File: src/rtl/conv_controller_if.sv
// Control bus between conv_controller, the host start/done handshake and the
// convolution datapath (enables out, carry-outs in).
interface conv_controller_if;
  logic       start;
  logic       busy;
  logic       done;

  logic       co_cntr4_filter;
  logic       co_cntr16_img;
  logic       co_row_cntr;
  logic       co_col_cntr;
  logic       co_cntr16;
  logic       co_cntr_reg4;
  logic       co_cntr43;
  logic       co_cntr13;

  logic       mem_en;
  logic       wr_file;
  logic       adr_sel;
  logic       filter_wr_en;
  logic       img_wr_en;
  logic       cntr4_filter_en;
  logic       cntr16_img_en;
  logic       row_cntr_en;
  logic       col_cntr_en;
  logic       cntr16_en;
  logic       img_slice_en;
  logic       acc_en;
  logic       cntr_reg4_en;
  logic       res_buffer_en;
  logic       cntr43_en;
  logic       cntr13_en;
  logic       inc_en;
  logic       inc_ld;
  logic       rst_acc;
  logic       rst_res_reg;
  logic [1:0] mem_offset_sel;

  modport slave (
    input  start,
    input  co_cntr4_filter, co_cntr16_img, co_row_cntr, co_col_cntr,
    input  co_cntr16, co_cntr_reg4, co_cntr43, co_cntr13,
    output busy, done,
    output mem_en, wr_file, adr_sel, filter_wr_en, img_wr_en,
    output cntr4_filter_en, cntr16_img_en, row_cntr_en, col_cntr_en,
    output cntr16_en, img_slice_en, acc_en, cntr_reg4_en, res_buffer_en,
    output cntr43_en, cntr13_en, inc_en, inc_ld, rst_acc, rst_res_reg,
    output mem_offset_sel
  );

  modport master (
    output start,
    output co_cntr4_filter, co_cntr16_img, co_row_cntr, co_col_cntr,
    output co_cntr16, co_cntr_reg4, co_cntr43, co_cntr13,
    input  busy, done,
    input  mem_en, wr_file, adr_sel, filter_wr_en, img_wr_en,
    input  cntr4_filter_en, cntr16_img_en, row_cntr_en, col_cntr_en,
    input  cntr16_en, img_slice_en, acc_en, cntr_reg4_en, res_buffer_en,
    input  cntr43_en, cntr13_en, inc_en, inc_ld, rst_acc, rst_res_reg,
    input  mem_offset_sel
  );
endinterface

File: src/rtl/conv_controller.sv
// Moore sequencer for the convolution datapath: load filter/image, slice, MAC,
// write back packed results, then pulse done. Outputs are registered per state.
module conv_controller #(
  parameter int DONE_CYCLES = 1
) (
  input logic              clk,
  input logic              rst,
  conv_controller_if.slave bus
);

  typedef enum logic [3:0] {
    IDLE, INIT, LD_FLT, LD_IMG, SLICE, MAC, PSUM, RST_ACC, WR, NXT_ROW, FIN, DONE
  } state_e;

  typedef struct packed {
    logic       mem_en;
    logic       wr_file;
    logic       adr_sel;
    logic       filter_wr_en;
    logic       img_wr_en;
    logic       cntr4_filter_en;
    logic       cntr16_img_en;
    logic       row_cntr_en;
    logic       col_cntr_en;
    logic       cntr16_en;
    logic       img_slice_en;
    logic       acc_en;
    logic       cntr_reg4_en;
    logic       res_buffer_en;
    logic       cntr43_en;
    logic       cntr13_en;
    logic       inc_en;
    logic       inc_ld;
    logic       rst_acc;
    logic       rst_res_reg;
    logic [1:0] mem_offset_sel;
    logic       busy;
    logic       done;
  } ctrl_t;

  localparam int CW = (DONE_CYCLES > 1) ? $clog2(DONE_CYCLES) : 1;

  state_e          state_q, state_d;
  ctrl_t           ctrl_q, ctrl_d;
  logic            col_wrap_q, col_wrap_d;
  logic [CW-1:0]   done_cnt_q, done_cnt_d;

  // Output decode is applied to the next state so the registered outputs line up with state_q.
  function automatic ctrl_t decode(input state_e s);
    ctrl_t c;
    c      = '0;
    c.busy = (s != IDLE);
    case (s)
      INIT:    begin c.inc_ld = 1'b1; c.rst_acc = 1'b1; c.rst_res_reg = 1'b1; end
      LD_FLT:  begin c.cntr4_filter_en = 1'b1; c.filter_wr_en = 1'b1; end
      LD_IMG:  begin
                 c.adr_sel = 1'b1; c.mem_offset_sel = 2'd1;
                 c.cntr16_img_en = 1'b1; c.img_wr_en = 1'b1;
               end
      SLICE:   begin c.img_slice_en = 1'b1; c.row_cntr_en = 1'b1; end
      MAC:     begin c.acc_en = 1'b1; c.cntr16_en = 1'b1; end
      PSUM:    begin c.res_buffer_en = 1'b1; c.cntr_reg4_en = 1'b1; c.col_cntr_en = 1'b1; end
      RST_ACC: c.rst_acc = 1'b1;
      WR:      begin
                 c.mem_en = 1'b1; c.mem_offset_sel = 2'd2; c.cntr43_en = 1'b1;
                 c.rst_res_reg = 1'b1; c.rst_acc = 1'b1;
               end
      NXT_ROW: begin c.inc_en = 1'b1; c.cntr13_en = 1'b1; c.rst_acc = 1'b1; end
      FIN:     c.wr_file = 1'b1;
      DONE:    c.done = 1'b1;
      default: c.busy = 1'b0;
    endcase
    return c;
  endfunction

  always_comb begin
    state_d    = state_q;
    col_wrap_d = col_wrap_q;
    done_cnt_d = done_cnt_q;
    case (state_q)
      IDLE:    if (bus.start) state_d = INIT;
      INIT:    state_d = LD_FLT;
      LD_FLT:  if (bus.co_cntr4_filter) state_d = LD_IMG;
      LD_IMG:  if (bus.co_cntr16_img) state_d = SLICE;
      SLICE:   if (bus.co_row_cntr) state_d = MAC;
      MAC:     if (bus.co_cntr16) state_d = PSUM;
      PSUM:    begin
                 if (bus.co_col_cntr) col_wrap_d = 1'b1;
                 state_d = bus.co_cntr_reg4 ? WR : RST_ACC;
               end
      RST_ACC: state_d = SLICE;
      WR:      state_d = (bus.co_cntr43 || col_wrap_q) ? NXT_ROW : SLICE;
      NXT_ROW: begin
                 col_wrap_d = 1'b0;
                 state_d    = bus.co_cntr13 ? FIN : LD_IMG;
               end
      FIN:     begin
                 state_d    = DONE;
                 done_cnt_d = '0;
               end
      DONE:    begin
                 if (done_cnt_q == CW'(DONE_CYCLES - 1)) state_d = IDLE;
                 else done_cnt_d = done_cnt_q + 1'b1;
               end
      default: state_d = IDLE;
    endcase
    ctrl_d = decode(state_d);
  end

  always_ff @(posedge clk or negedge rst) begin
    if (!rst) begin
      state_q    <= IDLE;
      ctrl_q     <= '0;
      col_wrap_q <= 1'b0;
      done_cnt_q <= '0;
    end else begin
      state_q    <= state_d;
      ctrl_q     <= ctrl_d;
      col_wrap_q <= col_wrap_d;
      done_cnt_q <= done_cnt_d;
    end
  end

  assign bus.busy            = ctrl_q.busy;
  assign bus.done            = ctrl_q.done;
  assign bus.mem_en          = ctrl_q.mem_en;
  assign bus.wr_file         = ctrl_q.wr_file;
  assign bus.adr_sel         = ctrl_q.adr_sel;
  assign bus.filter_wr_en    = ctrl_q.filter_wr_en;
  assign bus.img_wr_en       = ctrl_q.img_wr_en;
  assign bus.cntr4_filter_en = ctrl_q.cntr4_filter_en;
  assign bus.cntr16_img_en   = ctrl_q.cntr16_img_en;
  assign bus.row_cntr_en     = ctrl_q.row_cntr_en;
  assign bus.col_cntr_en     = ctrl_q.col_cntr_en;
  assign bus.cntr16_en       = ctrl_q.cntr16_en;
  assign bus.img_slice_en    = ctrl_q.img_slice_en;
  assign bus.acc_en          = ctrl_q.acc_en;
  assign bus.cntr_reg4_en    = ctrl_q.cntr_reg4_en;
  assign bus.res_buffer_en   = ctrl_q.res_buffer_en;
  assign bus.cntr43_en       = ctrl_q.cntr43_en;
  assign bus.cntr13_en       = ctrl_q.cntr13_en;
  assign bus.inc_en          = ctrl_q.inc_en;
  assign bus.inc_ld          = ctrl_q.inc_ld;
  assign bus.rst_acc         = ctrl_q.rst_acc;
  assign bus.rst_res_reg     = ctrl_q.rst_res_reg;
  assign bus.mem_offset_sel  = ctrl_q.mem_offset_sel;

endmodule

File: src/flat_wrapper.sv
// flat-port wrapper written by rule: the top's interface ports become plain ports
module conv_controller_flat 
#(
  parameter int DONE_CYCLES = 1
)
  (clk, rst, bus_start, bus_co_cntr4_filter, bus_co_cntr16_img, bus_co_row_cntr, bus_co_col_cntr, bus_co_cntr16, bus_co_cntr_reg4, bus_co_cntr43, bus_co_cntr13, bus_busy, bus_done, bus_mem_en, bus_wr_file, bus_adr_sel, bus_filter_wr_en, bus_img_wr_en, bus_cntr4_filter_en, bus_cntr16_img_en, bus_row_cntr_en, bus_col_cntr_en, bus_cntr16_en, bus_img_slice_en, bus_acc_en, bus_cntr_reg4_en, bus_res_buffer_en, bus_cntr43_en, bus_cntr13_en, bus_inc_en, bus_inc_ld, bus_rst_acc, bus_rst_res_reg, bus_mem_offset_sel);
  conv_controller_if bus_i ();
  input logic clk;
  input logic rst;
  input wire logic [$bits(bus_i.start)-1:0] bus_start;
  input wire logic [$bits(bus_i.co_cntr4_filter)-1:0] bus_co_cntr4_filter;
  input wire logic [$bits(bus_i.co_cntr16_img)-1:0] bus_co_cntr16_img;
  input wire logic [$bits(bus_i.co_row_cntr)-1:0] bus_co_row_cntr;
  input wire logic [$bits(bus_i.co_col_cntr)-1:0] bus_co_col_cntr;
  input wire logic [$bits(bus_i.co_cntr16)-1:0] bus_co_cntr16;
  input wire logic [$bits(bus_i.co_cntr_reg4)-1:0] bus_co_cntr_reg4;
  input wire logic [$bits(bus_i.co_cntr43)-1:0] bus_co_cntr43;
  input wire logic [$bits(bus_i.co_cntr13)-1:0] bus_co_cntr13;
  output wire logic [$bits(bus_i.busy)-1:0] bus_busy;
  output wire logic [$bits(bus_i.done)-1:0] bus_done;
  output wire logic [$bits(bus_i.mem_en)-1:0] bus_mem_en;
  output wire logic [$bits(bus_i.wr_file)-1:0] bus_wr_file;
  output wire logic [$bits(bus_i.adr_sel)-1:0] bus_adr_sel;
  output wire logic [$bits(bus_i.filter_wr_en)-1:0] bus_filter_wr_en;
  output wire logic [$bits(bus_i.img_wr_en)-1:0] bus_img_wr_en;
  output wire logic [$bits(bus_i.cntr4_filter_en)-1:0] bus_cntr4_filter_en;
  output wire logic [$bits(bus_i.cntr16_img_en)-1:0] bus_cntr16_img_en;
  output wire logic [$bits(bus_i.row_cntr_en)-1:0] bus_row_cntr_en;
  output wire logic [$bits(bus_i.col_cntr_en)-1:0] bus_col_cntr_en;
  output wire logic [$bits(bus_i.cntr16_en)-1:0] bus_cntr16_en;
  output wire logic [$bits(bus_i.img_slice_en)-1:0] bus_img_slice_en;
  output wire logic [$bits(bus_i.acc_en)-1:0] bus_acc_en;
  output wire logic [$bits(bus_i.cntr_reg4_en)-1:0] bus_cntr_reg4_en;
  output wire logic [$bits(bus_i.res_buffer_en)-1:0] bus_res_buffer_en;
  output wire logic [$bits(bus_i.cntr43_en)-1:0] bus_cntr43_en;
  output wire logic [$bits(bus_i.cntr13_en)-1:0] bus_cntr13_en;
  output wire logic [$bits(bus_i.inc_en)-1:0] bus_inc_en;
  output wire logic [$bits(bus_i.inc_ld)-1:0] bus_inc_ld;
  output wire logic [$bits(bus_i.rst_acc)-1:0] bus_rst_acc;
  output wire logic [$bits(bus_i.rst_res_reg)-1:0] bus_rst_res_reg;
  output wire logic [$bits(bus_i.mem_offset_sel)-1:0] bus_mem_offset_sel;
  assign bus_i.start = bus_start;
  assign bus_i.co_cntr4_filter = bus_co_cntr4_filter;
  assign bus_i.co_cntr16_img = bus_co_cntr16_img;
  assign bus_i.co_row_cntr = bus_co_row_cntr;
  assign bus_i.co_col_cntr = bus_co_col_cntr;
  assign bus_i.co_cntr16 = bus_co_cntr16;
  assign bus_i.co_cntr_reg4 = bus_co_cntr_reg4;
  assign bus_i.co_cntr43 = bus_co_cntr43;
  assign bus_i.co_cntr13 = bus_co_cntr13;
  assign bus_busy = bus_i.busy;
  assign bus_done = bus_i.done;
  assign bus_mem_en = bus_i.mem_en;
  assign bus_wr_file = bus_i.wr_file;
  assign bus_adr_sel = bus_i.adr_sel;
  assign bus_filter_wr_en = bus_i.filter_wr_en;
  assign bus_img_wr_en = bus_i.img_wr_en;
  assign bus_cntr4_filter_en = bus_i.cntr4_filter_en;
  assign bus_cntr16_img_en = bus_i.cntr16_img_en;
  assign bus_row_cntr_en = bus_i.row_cntr_en;
  assign bus_col_cntr_en = bus_i.col_cntr_en;
  assign bus_cntr16_en = bus_i.cntr16_en;
  assign bus_img_slice_en = bus_i.img_slice_en;
  assign bus_acc_en = bus_i.acc_en;
  assign bus_cntr_reg4_en = bus_i.cntr_reg4_en;
  assign bus_res_buffer_en = bus_i.res_buffer_en;
  assign bus_cntr43_en = bus_i.cntr43_en;
  assign bus_cntr13_en = bus_i.cntr13_en;
  assign bus_inc_en = bus_i.inc_en;
  assign bus_inc_ld = bus_i.inc_ld;
  assign bus_rst_acc = bus_i.rst_acc;
  assign bus_rst_res_reg = bus_i.rst_res_reg;
  assign bus_mem_offset_sel = bus_i.mem_offset_sel;
  conv_controller #(.DONE_CYCLES(DONE_CYCLES)) u_core (.clk(clk), .rst(rst), .bus(bus_i));
endmodule
File: config.mk
export PLATFORM = sky130hd
export DESIGN_NAME = conv_controller_flat
export DESIGN_NICKNAME = d
export VERILOG_FILES = /design/src/rtl/conv_controller_if.sv /design/src/rtl/conv_controller.sv /design/src/flat_wrapper.sv
export SDC_FILE = /design/constraint.sdc
export NUM_CORES = 1
export LEC_CHECK = 0
export CORE_MARGIN = 1
export CORE_UTILIZATION = 46
export DETAILED_ROUTE_END_ITERATION = 10
export PLACE_DENSITY = 0.83
export SYNTH_ARGS = -nofsm -noshare
export SYNTH_HDL_FRONTEND = slang
export SYNTH_SLANG_ARGS = --single-unit
File: constraint.sdc
create_clock -name clk -period 5.6 [get_ports clk]
set_clock_uncertainty 0.15 [all_clocks]
set_input_delay 1.12 -clock clk [delete_from_list [all_inputs] [get_ports clk]]
set_output_delay 1.12 -clock clk [all_outputs]
set_load 0.01 [all_outputs]
==> results.toml, run 1 <==
[route]
drt_wl_total_mm = 1.808
via_per_inst = 5.309
wl_per_cell_um = 13.29
drt_first_pass_iters = 4
detail-route-antenna-nets = 0
drc = 0
drtIter0Drc = 17
via_count = 722

[layout]
nets = 123
area_growth_pct = 32.18
layout_commonest_cell = "clkdlybuf4s50_1"
final_cell_mix = "clkdlybuf4s50_1 (34), dfrtp_1 (19), inv_1 (5)"
final_cell_area_um2 = 1239
num_antenna_cells = 0
largest_reg_flops = 4
drive_gt1_share_pct = 7.207
regMostFlops = "u_core.state_q"
final_cell_count_no_fill = 136
utilization_pct = 68.04

[floorplan]
die_h_um = 47.14
rows = 15
pin_count = 35
die-area_um2 = 2222
core_area_um2 = 1821
initial_core_util_pct = 51.48
die_w_um = 47.14

[clocking]
htreeDepth = 1
cts_setup_buffers = 0
holdBufCountCts = 0
clk_pin_slew_ps = 120
cts_buffer_depth = 2
clk_latency_ps = 300
post_cts_resized = 0
cts_root_buf = "clkbuf_4"
cts.sinks = 19
cts_made_buffers = 3
cts_tree = "built"

[sta]
max_freq_mhz = 369.4
post-route-period-util_pct = 48.34
hold_violations = 0
setup_viol = 0
finalSetupTns_ps = 0
slew_violations = 0
rsz0062_at_grt = "false"
layout_min_cycle_time_ps = 2707
hold_slack_ps = 446.3
slew_headroom_pct = 47.99
tightest_slew_ps = 777.8

[power_and_ir_drop]
switching_share_pct = 38.36
intPower_uw = 366.4
peakVddDrop_mv = 0.3148
combPwrFrac_pct = 49.4
seqPwrFrac_pct = 39.3
switchingPower_uw = 228.0
powerDensity_nw_per_um2 = 479.9
power_leakage_nw = 0.5373
clockPowerShare_pct = 11.4

[worst_setup_path]
critPathMaxFanout = 5
worst_setup_path_end_kind = "register"
path_buf_inv = 2
critPathLaunchType = "primary input"
slowest_delay_ps = 520
cp_data_required_time_ps = 5610
cpLargestDelayFamily = "buffers and inverters"
cp_slowest_cell = "clkdlybuf4s50_1"
arrival_ps = 2720
path_class = "in -> reg"
worstPathCellList = "clkdlybuf4s50_1 > nor3b_1 > o21ai_2 > o221a_2 > inv_1 > or4_1"

[logic_synthesis]
seq_area_frac_synth_pct = 50.73
ys_top_cells_by_area = "dfrtp_1 (51%), buf_4 (8.8%), nor3b_1 (3.2%)"
synth_cells = 87
syn_area_per_cell_um2 = 10.77
synth_top_area_share_pct = 50.73
syn-cell-area_um2 = 937.1
yosys_warnings = 0
synth.distinct_cells = 33
syn_nets = 98
synth_area_leader_cell = "dfrtp_1"
ys_ff_latch = 19

[grt]
grt_pass1_vias = 640
antenna_found_initial = 0
grtUsageMet1_pct = 23.41
grt_start_max_net_pins = 20
met3_usage_pct = 3.462
grtUsageMet2_pct = 31.39
grt_usage_pct = 18.31
grt_busiest_layer = "met2"
grt_pass1_wl_mm = 2.822
overflow = 0

[hold_path]
hp-class = "reg -> reg"

[placement]
io_buffers = 34
dp_cells = 132
postPlaceCellArea_um2 = 1211
dp_hpwl_mm = 1.414
gp_congestion = 0.8797

[outcome]
status = "finished clean"

[run]
cap_violations = 0
[tightest hold or removal path, stage by stage, from the launching register on]
cell     delay [ps]
dfrtp_1         400
o21ai_0          90
o21ai_0          80
[cells in the mapped netlist (all sizes together)]
cell	instances
and4bb	1
o21a	1
or3	4
a31oi	1
nor2	4
buf	14
dfrtp	19
o32ai	1
o22ai	1
nand2	1
and2b	1
inv	5
nor3	3
nor2b	1
nor4b	3
o221a	1
o21bai	1
nor4	2
or2b	2
a21oi	2
mux2i	2
nand3	1
nand2b	3
nor4bb	1
o21ai	4
or4	1
nor3b	4
nand4b	2
a22o	1
[cell type report]
cell class	instances	area, um2
Timing Repair Buffer	34	340.3
Inverter	5	18.77
Clock inverter	1	5.005
Tap cell	25	31.28
Fill cell	158	581.8
Multi-Input combinational cell	49	345.3
Clock buffer	3	22.52
Sequential cell	19	475.5
[power groups by stage]
stage / clock network [mW] / logic [mW] / registers [mW]
final: 0.0676 / 0.293 / 0.233
after global routing: 0.0740 / 0.317 / 0.242
after CTS: 0.0671 / 0.293 / 0.233
after detailed placement: 0 / 0.293 / 0.235
after global placement: 0 / 0.281 / 0.233
after floorplan: 0 / 0.206 / 0.220
[through the flow]
step                      setup slack, ps  total power [mW]
after floorplan                      3153            0.4258
after global placement               2665            0.5145
after detailed placement             2607            0.5277
after CTS                            2914            0.5927
after global routing                 2838            0.6329
final                                2893            0.5944
[path summary, 6_finish.rpt]
check / start / endpoint / slack [ps] / cells past startpoint
max in group asynchronous: rst / u_core.state_q[3]$_DFF_PN0_ / 3690 / 1
min reg2reg: u_core.col_wrap_q$_DFFE_PN0P_ / u_core.col_wrap_q$_DFFE_PN0P_ / 450 / 2
min: u_core.col_wrap_q$_DFFE_PN0P_ / u_core.col_wrap_q$_DFFE_PN0P_ / 450 / 2
max: bus_co_cntr_reg4 / u_core.bus.busy$_DFF_PN0_ / 2890 / 6
max reg2reg: u_core.state_q[2]$_DFF_PN0_ / u_core.bus.adr_sel$_DFF_PN0_ / 3400 / 4
min in group asynchronous: rst / u_core.col_wrap_q$_DFFE_PN0P_ / 1110 / 1
[per-layer routing]
metal  vias to the layer above  routed length (um)  share of wire [%]
met1                       339                 780                 43
met3                         0                  96                5.3
met2                        34                 931                 51
met4                         0                   0                  0
li1                        349                   -                  -
met5                         -                   0                  0
[logic make-up after synthesis]
logic type / count (synthesis) / synth area share, %
compound gates: 13 / 9.614
buf+inv: 19 / 12.42
flops: 19 / 50.73
mux: 2 / 2.136
simple gates: 34 / 25.10
Note: power is estimated with default switching activity, not from simulation.
==> run 2: changes to the inputs <==
Settings changed: CORE_UTILIZATION 46 to 43, PLACE_DENSITY 0.83 to 0.78.
Clock period 5.6 ns to 2.8 ns, I/O delays scaled along.
==> run 2 against run 1 <==
First-iteration DRC count grew 5.9%; final cell count up 1.5%; cell area is 0.20% higher; via count increased by 0.28%; sequential cell count stayed put; critical path type unchanged.
==> results.toml, run 2 (synthesis gave the netlist of run 1 again) <==
[outcome]
status = "finished clean"

[layout]
nets = 123
drive_gt1_share_pct = 7.207
final_cell_mix = "clkdlybuf4s50_1 (34), dfrtp_1 (19), inv_1 (5)"
area_growth_pct = 32.44
layout_commonest_cell = "clkdlybuf4s50_1"
regMostFlops = "u_core.state_q"
num_antenna_cells = 0
largest_reg_flops = 4

[floorplan]
core_area_um2 = 2002
pin_count = 35
die_w_um = 48.69
initial_core_util_pct = 46.81
rows = 16
die_h_um = 48.69
die-area_um2 = 2370

[placement]
dp_hpwl_mm = 1.312
place_worst_setup_slack_ps = 362.7
io_buffers = 34
gp_congestion = 0.8983

[hold_path]
hp-class = "reg -> reg"

[route]
drt_first_pass_iters = 4
drc = 0
detail-route-antenna-nets = 0
wl_per_cell_um = 12.53
via_count = 724
drt_wl_total_mm = 1.729
drtIter0Drc = 18
via_per_inst = 5.246

[grt]
grt_start_max_net_pins = 20
grt_pass1_vias = 698
overflow = 0
antenna_found_initial = 0
grt_usage_pct = 16.30
grt_pass1_wl_mm = 3.001

[sta]
tightest_slew_ps = 783.1
max_freq_mhz = 469.3
hold_violations = 0
rsz0062_at_grt = "false"
hold_slack_ps = 452.0
layout_min_cycle_time_ps = 2131
post-route-period-util_pct = 76.10
slew_headroom_pct = 47.63
setup_ws_ps = 669.2
finalSetupTns_ps = 0
setup_viol = 0
slew_violations = 0

[power_and_ir_drop]
peakVddDrop_mv = 0.4334
powerDensity_nw_per_um2 = 949.7
power_leakage_nw = 0.5373

[clocking]
cts_tree = "built"
cts_root_buf = "clkbuf_4"
cts_made_buffers = 3
holdBufCountCts = 0
clk_pin_slew_ps = 100
htreeDepth = 1
post_cts_resized = 0
clk_latency_ps = 290
cts.sinks = 19
cts_buffer_depth = 2
cts_setup_buffers = 0

[worst_setup_path]
worst_setup_path_end_kind = "register"
arrival_ps = 2150
cp_data_required_time_ps = 2820
path_class = "in -> reg"
critPathLaunchType = "primary input"
critPathMaxFanout = 5

[run]
cap_violations = 0
run 2: worst paths after layout:
path	startpoint	to	slack, ps	cells after the start
max in group asynchronous	rst	u_core.bus.mem_en$_DFF_PN0_	1450	1
min in group asynchronous	rst	u_core.bus.filter_wr_en$_DFF_PN0_	570	1
worst min-delay path	u_core.col_wrap_q$_DFFE_PN0P_	u_core.col_wrap_q$_DFFE_PN0P_	450	2
worst max register to register	u_core.state_q[1]$_DFF_PN0_	u_core.bus.busy$_DFF_PN0_	720	4
worst min register to register	u_core.col_wrap_q$_DFFE_PN0P_	u_core.col_wrap_q$_DFFE_PN0P_	450	2
worst max-delay path	bus_co_cntr_reg4	u_core.bus.busy$_DFF_PN0_	670	6
run 2: layout make-up:
| type | instances | area (um2) |
|---|---|---|
| Fill cell | 162 | 760.7 |
| Clock inverter | 1 | 5.005 |
| Clock buffer | 3 | 22.52 |
| Inverter | 5 | 18.77 |
| Timing Repair Buffer | 34 | 340.3 |
| Sequential cell | 19 | 475.5 |
| Tap cell | 27 | 33.78 |
| Multi-Input combinational cell | 49 | 345.3 |
run 2: metal layers:
| metal | GRT usage [%] | wire length [um] |
|---|---|---|
| met5 | 0 | 0 |
| met1 | 20.45 | 766 |
| met4 | 8.824 | 23 |
| met3 | 0.9434 | 101 |
| met2 | 28.01 | 838 |
run 2: through the flow:
step | instance area (um2) | cells | utilization [%] | power, mW
finish | 1241 | 138 | 62.00 | 1.179
global route | 1241 | 138 | 62.00 | 1.255
CTS | 1241 | 138 | 62.00 | 1.176
detailed placement | 1214 | 134 | 60.62 | 1.045
global placement | 1214 | 134 | 60.62 | 1.030
floorplan | 937.1 | 87 | - | 0.8516
run 2: power breakdown:
part / total (mW) / internal (mW) / leakage, nW / switching, mW
Sequential: 0.466 / 0.357 / 0.246 / 0.109
Clock: 0.134 / 0.0531 / 0.0177 / 0.0812
Combinational: 0.578 / 0.322 / 0.274 / 0.256
run 2: worst max-delay path, cell delays in order:
cell             delay, ps
clkdlybuf4s50_1        530
nor3b_1                 80
o21ai_2                190
o221a_2                260
inv_1                   70
or4_1                  460
